===== config.mk =====
export PLATFORM = sky130hd
export DESIGN_NAME = sr_pulse_encoder
export DESIGN_NICKNAME = d
export VERILOG_FILES = /design/src/rtl/sr_pulse_encoder_pkg.sv /design/src/rtl/sr_dcount.sv /design/src/rtl/sr_pulse_encoder.sv
export SDC_FILE = /design/constraint.sdc
export NUM_CORES = 1
export LEC_CHECK = 0
export ABC_AREA = 1
export BUFFER_PORTS_ARGS = -buffer_cell sky130_fd_sc_hd__clkbuf_2
export CAP_MARGIN = 10
export CORE_MARGIN = 8
export CORE_UTILIZATION = 46
export CTS_CLUSTER_SIZE = 40
export DETAILED_ROUTE_END_ITERATION = 16
export PLACE_DENSITY = 0.64
export SKIP_CTS_REPAIR_TIMING = 1
export SYNTH_ARGS = -nofsm -noshare
export SYNTH_HDL_FRONTEND = slang
export SYNTH_SLANG_ARGS = --single-unit
export TNS_END_PERCENT = 20

===== constraint.sdc =====
create_clock -name clk_i -period 1.4 [get_ports clk_i]
set_input_delay 0.07 -clock clk_i [delete_from_list [all_inputs] [get_ports clk_i]]
set_output_delay 0.07 -clock clk_i [all_outputs]
set_load 0.005 [all_outputs]

===== src/rtl/sr_pulse_encoder_pkg.sv =====
// Shared definitions for the set/reset pulse encoder.
// Latency: n/a (types, constants and elaboration-time helpers only).
// Backpressure: n/a.
//
// Contents:
//   state_e          - encoder FSM state encoding (IDLE=0, PULSE=1, HOLD=2)
//   CNT_W_DEFAULT    - default counter width
//   cnt_preload()    - converts a duration in cycles into a down-counter preload
//   cnt_fits()       - true when a duration is representable in a counter width
package sr_pulse_encoder_pkg;

    // Encodings are fixed so that the flop-side bench can decode the
    // state from the same definitions.
    typedef enum logic [1:0] {
        ST_IDLE  = 2'd0,
        ST_PULSE = 2'd1,
        ST_HOLD  = 2'd2
    } state_e;

    localparam int CNT_W_DEFAULT = 8;

    // A down-counter that is loaded with N-1 and leaves its state on the
    // edge where it reads zero spans exactly N cycles. A zero-length
    // duration never gets loaded, so it clamps to 0 rather than wrapping.
    function automatic int cnt_preload(input int cycles);
        return (cycles > 0) ? cycles - 1 : 0;
    endfunction

    // True when a duration fits into a counter of the given width.
    function automatic bit cnt_fits(input int cycles, input int width);
        return (cycles >= 0) && (cycles < (1 << width));
    endfunction

endpackage : sr_pulse_encoder_pkg


===== src/rtl/sr_dcount.sv =====
// Loadable down-counter with a zero flag, shared by the PULSE and HOLD phases.
// Latency: load or decrement takes effect on the next rising edge; zero_o
// follows the counter register directly. Backpressure: none.
//
// Ports:
//   clk_i       - clock
//   rst_i       - synchronous active-high reset (clears the count)
//   load_i      - load load_val_i on the next edge (takes priority over dec_i)
//   load_val_i  - value to load
//   dec_i       - decrement on the next edge; saturates at zero
//   zero_o      - count is zero
module sr_dcount #(
    parameter int W = 8
) (
    input  logic         clk_i,
    input  logic         rst_i,
    input  logic         load_i,
    input  logic [W-1:0] load_val_i,
    input  logic         dec_i,
    output logic         zero_o
);

    logic [W-1:0] cnt_q;
    logic [W-1:0] cnt_d;

    always_comb begin
        cnt_d = cnt_q;
        if (load_i) begin
            cnt_d = load_val_i;
        end else if (dec_i && (cnt_q != '0)) begin
            // Saturating so a stray decrement at zero can never wrap
            // into a huge count and stall the owning FSM.
            cnt_d = cnt_q - W'(1);
        end
    end

    always_ff @(posedge clk_i) begin
        if (rst_i) begin
            cnt_q <= '0;
        end else begin
            cnt_q <= cnt_d;
        end
    end

    assign zero_o = (cnt_q == '0);

endmodule : sr_dcount


===== src/rtl/sr_pulse_encoder.sv =====
// Turns a handshaked level request into set/reset pulses for an SR flop,
// tracking the flop state and checking its Q feedback.
// Latency: pulse rises one edge after accept, lasts PULSE_W cycles, then
// HOLDOFF idle cycles. Backpressure: lvl_ready_o low from pulse start until
// the hold-off ends; no-op requests (level already matches) are accepted
// every cycle.
//
// Ports:
//   clk_i        - clock, all state on the rising edge
//   rst_i        - synchronous active-high reset (flop is reset alongside)
//   lvl_i        - requested flop level
//   lvl_valid_i  - lvl_i valid this cycle
//   lvl_ready_o  - request accepted when lvl_valid_i && lvl_ready_o
//   sr_set_o     - to flop set
//   sr_rst_o     - to flop rst
//   q_fb_i       - flop Q feedback
//   q_model_o    - encoder's model of the flop state
//   mismatch_o   - sticky: q_fb_i disagreed with q_model_o while checked
module sr_pulse_encoder
    import sr_pulse_encoder_pkg::*;
#(
    parameter int PULSE_W = 1,
    parameter int HOLDOFF = 4,
    parameter int CNT_W   = CNT_W_DEFAULT
) (
    input  logic clk_i,
    input  logic rst_i,
    input  logic lvl_i,
    input  logic lvl_valid_i,
    output logic lvl_ready_o,
    output logic sr_set_o,
    output logic sr_rst_o,
    input  logic q_fb_i,
    output logic q_model_o,
    output logic mismatch_o
);

    // Counter preloads: a phase of N cycles is loaded with N-1 and ends on
    // the edge where the counter reads zero.
    localparam logic [CNT_W-1:0] PW_PRE = CNT_W'(cnt_preload(PULSE_W));
    localparam logic [CNT_W-1:0] HO_PRE = CNT_W'(cnt_preload(HOLDOFF));

    state_e state_q;
    logic   sr_set_q;
    logic   sr_rst_q;
    logic   q_model_q;
    logic   mismatch_q;
    logic   lvl_ready_q;

    logic             accept;
    logic             need_pulse;
    logic             cnt_load;
    logic [CNT_W-1:0] cnt_val;
    logic             cnt_dec;
    logic             cnt_zero;

    assign accept     = lvl_valid_i && lvl_ready_q;
    assign need_pulse = accept && (lvl_i != q_model_q);

    // Counter control. The single counter times both the pulse and the
    // hold-off: it is reloaded on the PULSE->HOLD edge.
    always_comb begin
        cnt_load = 1'b0;
        cnt_val  = '0;
        cnt_dec  = 1'b0;
        unique case (state_q)
            ST_IDLE: begin
                if (need_pulse) begin
                    cnt_load = 1'b1;
                    cnt_val  = PW_PRE;
                end
            end
            ST_PULSE: begin
                if (cnt_zero) begin
                    if (HOLDOFF != 0) begin
                        cnt_load = 1'b1;
                        cnt_val  = HO_PRE;
                    end
                end else begin
                    cnt_dec = 1'b1;
                end
            end
            ST_HOLD: begin
                cnt_dec = !cnt_zero;
            end
            default: begin
                cnt_load = 1'b0;
            end
        endcase
    end

    sr_dcount #(
        .W (CNT_W)
    ) u_dcount (
        .clk_i      (clk_i),
        .rst_i      (rst_i),
        .load_i     (cnt_load),
        .load_val_i (cnt_val),
        .dec_i      (cnt_dec),
        .zero_o     (cnt_zero)
    );

    // FSM, flop model and feedback checker. Every output is a register so
    // set and reset can only ever change together on one edge, and both are
    // cleared by reset in the same edge.
    always_ff @(posedge clk_i) begin
        if (rst_i) begin
            state_q     <= ST_IDLE;
            sr_set_q    <= 1'b0;
            sr_rst_q    <= 1'b0;
            q_model_q   <= 1'b0;
            mismatch_q  <= 1'b0;
            lvl_ready_q <= 1'b1;
        end else begin
            // The flop is still settling while a pulse is applied, so the
            // feedback is only trusted in IDLE and HOLD.
            if ((state_q != ST_PULSE) && (q_fb_i != q_model_q)) begin
                mismatch_q <= 1'b1;
            end

            unique case (state_q)
                ST_IDLE: begin
                    // A request matching the model is accepted and dropped;
                    // ready stays high so no-op accepts can stream.
                    if (need_pulse) begin
                        state_q     <= ST_PULSE;
                        sr_set_q    <= lvl_i;
                        sr_rst_q    <= !lvl_i;
                        lvl_ready_q <= 1'b0;
                    end
                end
                ST_PULSE: begin
                    if (cnt_zero) begin
                        sr_set_q  <= 1'b0;
                        sr_rst_q  <= 1'b0;
                        // A pulse is only issued on a differing level, so
                        // its completion always flips the modelled state.
                        q_model_q <= !q_model_q;
                        if (HOLDOFF == 0) begin
                            state_q     <= ST_IDLE;
                            lvl_ready_q <= 1'b1;
                        end else begin
                            state_q <= ST_HOLD;
                        end
                    end
                end
                ST_HOLD: begin
                    if (cnt_zero) begin
                        state_q     <= ST_IDLE;
                        lvl_ready_q <= 1'b1;
                    end
                end
                default: begin
                    state_q     <= ST_IDLE;
                    sr_set_q    <= 1'b0;
                    sr_rst_q    <= 1'b0;
                    lvl_ready_q <= 1'b1;
                end
            endcase
        end
    end

    assign lvl_ready_o = lvl_ready_q;
    assign sr_set_o    = sr_set_q;
    assign sr_rst_o    = sr_rst_q;
    assign q_model_o   = q_model_q;
    assign mismatch_o  = mismatch_q;

endmodule : sr_pulse_encoder

==> impl_metrics.ini <==
[clock_network]
clkLatencyLatePin_ns = 0.29
cts_tree = yes
cts_sinks = 15
clock_path_buffers = 2
clk_pin_slew_worst_paths_ns = 0.10
cts_root_buffer = clkbuf_4
htreeDepth = 1
cts_buffers = 3

[sta]
drv_slew = 0
setup_viol = 0
rsz0062_at_grt = true
setup_slack_ns = 0.0421
hold_viol_final = 0
post-route-period-util_pct = 97.0
worstMarginPinSlew_ns = 0.302
max_freq_mhz = 736
fin_crit_ns = 1.36
slew-limit-headroom_pct = 79.8
fin_skew_ns = 0.000600

[synth]
syn_nets = 155
synth_area_leaders = dfxtp_1 (31%), nand2_1 (11%), ha_1 (9.0%)
avgSynthCellArea_um2 = 6.82
synth.distinct_cells = 22
synthCells = 143
synth_seq_area_share_pct = 30.8
yosys.area.top_type = dfxtp_1
ys_warn_count = 0
synth_seq_cells = 15
syn-cell-area_um2 = 976
synth_top_area_share_pct = 30.8

[job]
cap_violations = 0

[place]
pre_cts_ws_ns = -0.0167
gp_congestion = 0.856
portBuffers = 9
hpwlAfterDp_um = 1680
placed_area_um2 = 1110

[pwr]
p_sw_w = 0.00139
seqPwrFrac_pct = 24.0
p_sw_share_pct = 49.1
total_power_w = 0.00283
power_density_nw_per_um2 = 2270
combPwrFrac_pct = 66.8
ir_drop_mv = 1.36
power_leakage_nw = 0.576
p_clk_share_pct = 9.3
intPower_w = 0.00144

[setup_path]
required_ns = 1.60
critPathCaptureType = flip-flop
path_class = reg -> reg
r2r_slack_ns = 0.04
arrival_ns = 1.56
critPathMaxFanout = 3
critPathLaunchType = flip-flop
rr_worst_depth = 11

[detailed_routing]
routed_via_density = 4.78
drtIter0Drc = 14
first_pass_iters = 4
drc_errors = 0
drtAntennaViolNets = 0
vias = 918
drt-total-wl_um = 2240
avgRoutedWirePerCell_um = 11.7

[min_path]
whs_path_depth = 2
min_path_type = in -> reg

[global_route]
grt_usage_pct = 12.7
antenna_found_initial = 0
first_global_vias = 925
overflow = 0
grt_max_degree = 10
grt_pass1_wl_um = 3620

[floorplanning]
die_area_um2 = 3850
ios = 10
start_util_pct = 49.2
num_rows = 16
die_w_um = 62.1
die_y_um = 62.1
design.core.area_um2 = 1980

[cells_and_area]
insertedDiodeCount = 0
layout-drive-gt1-share_pct = 37.6
area_growth_syn_to_layout_pct = 27.6
fillers = 197
fin_nets = 178
final_cell_area_um2 = 1240

[run_status]
outcome = completed
cells by family after synthesis:
family / synth area share, %
and+or+nand+nor: 35.0
AOI/OAI and AO/OA: 13.2
DFF: 30.8
buffers and inverters: 10.3
adders and majority gates: 8.97
xor gates and xnor gates: 1.80
metal layers:
metal,vias up,wire length [um],global-route usage (%)
met4,0,43,5.84
met5,-,0,0
li1,494,-,-
met1,405,1040,12.4
met2,14,1080,23.9
met3,5,71,3.50
synthesized netlist by cell type, drive strengths merged:
| library cell | n |
|---|---|
| a21oi | 12 |
| clkinv | 1 |
| dfxtp | 15 |
| ha | 7 |
| inv | 25 |
| nand2 | 35 |
| nand3 | 11 |
| nand4 | 4 |
| nor2 | 22 |
| o211ai | 1 |
| o21ai | 8 |
| xor2 | 2 |
final timing paths:
path,start,end
worst min register to register,mismatch_o,mismatch_o
worst max register to register,u_dcount.cnt_q[1],u_dcount.cnt_q[0]
worst min-delay path,rst_i,mismatch_o
worst max-delay path,u_dcount.cnt_q[1],u_dcount.cnt_q[0]
registers in the layout, summed over array words and instances, names as in the netlist:
name	cells
sr_set_o	1
q_model_o	1
sr_rst_o	1
mismatch_o	1
state_q	2
u_dcount.cnt_q	8
lvl_ready_o	1
power groups by stage:
stage	Clock [W]	Combinational (W)	Sequential, W
final	0.000262	0.00189	0.000678
after global routing	0.000287	0.00210	0.000694
after CTS	0.000268	0.00160	0.000653
after detailed placement	0	0.00158	0.000664
after global placement	0	0.00157	0.000661
after floorplan	0	0.00120	0.000647
metrics by stage:
step           instances  hold WS [ns]  util [%]  setup TNS [ns]
2_1_floorplan        143         0.139         -               0
3_3_place_gp         186         0.310      55.9        -0.00279
3_5_place_dp         186         0.315      55.9         -0.0316
4_1_cts              190      -0.00300      57.3          -0.332
5_1_grt              192        0.0366      62.8         -0.0896
6_report             192        0.0307      62.8               0
critical path: stages (launching register included):
cell and delay (ns):
dfxtp_2 0.34, inv_2 0.08, ha_4 0.14, inv_2 0.04, nor2_4 0.13, nand3_2 0.12
nand2_4 0.11, inv_2 0.07, nand2_4 0.08, inv_4 0.04, nor2_2 0.07, nor2_1 0.05
cell type report:
class	instances	area [um^2]	share of cell area, %
sequential	15	305	24.5
multi-input combinational	102	663	53.3
timing repair buffer	18	113	9.05
clock buffer	3	22.5	1.81
inverter	26	103	8.24
tap	27	33.8	2.71
clock inverter	1	5.00	0.402
cell usage in the layout (no fill, tap or decap), drive strengths merged:
cell type  count
a21oi         12
buf            9
clkbuf        12
clkinv         2
dfxtp         15
ha             7
inv           25
nand2         35
nand3         11
nand4          4
nor2          22
o211ai         1
o21ai          8
xor2           2
No activity file was read; power rests on OpenSTA's default activity.
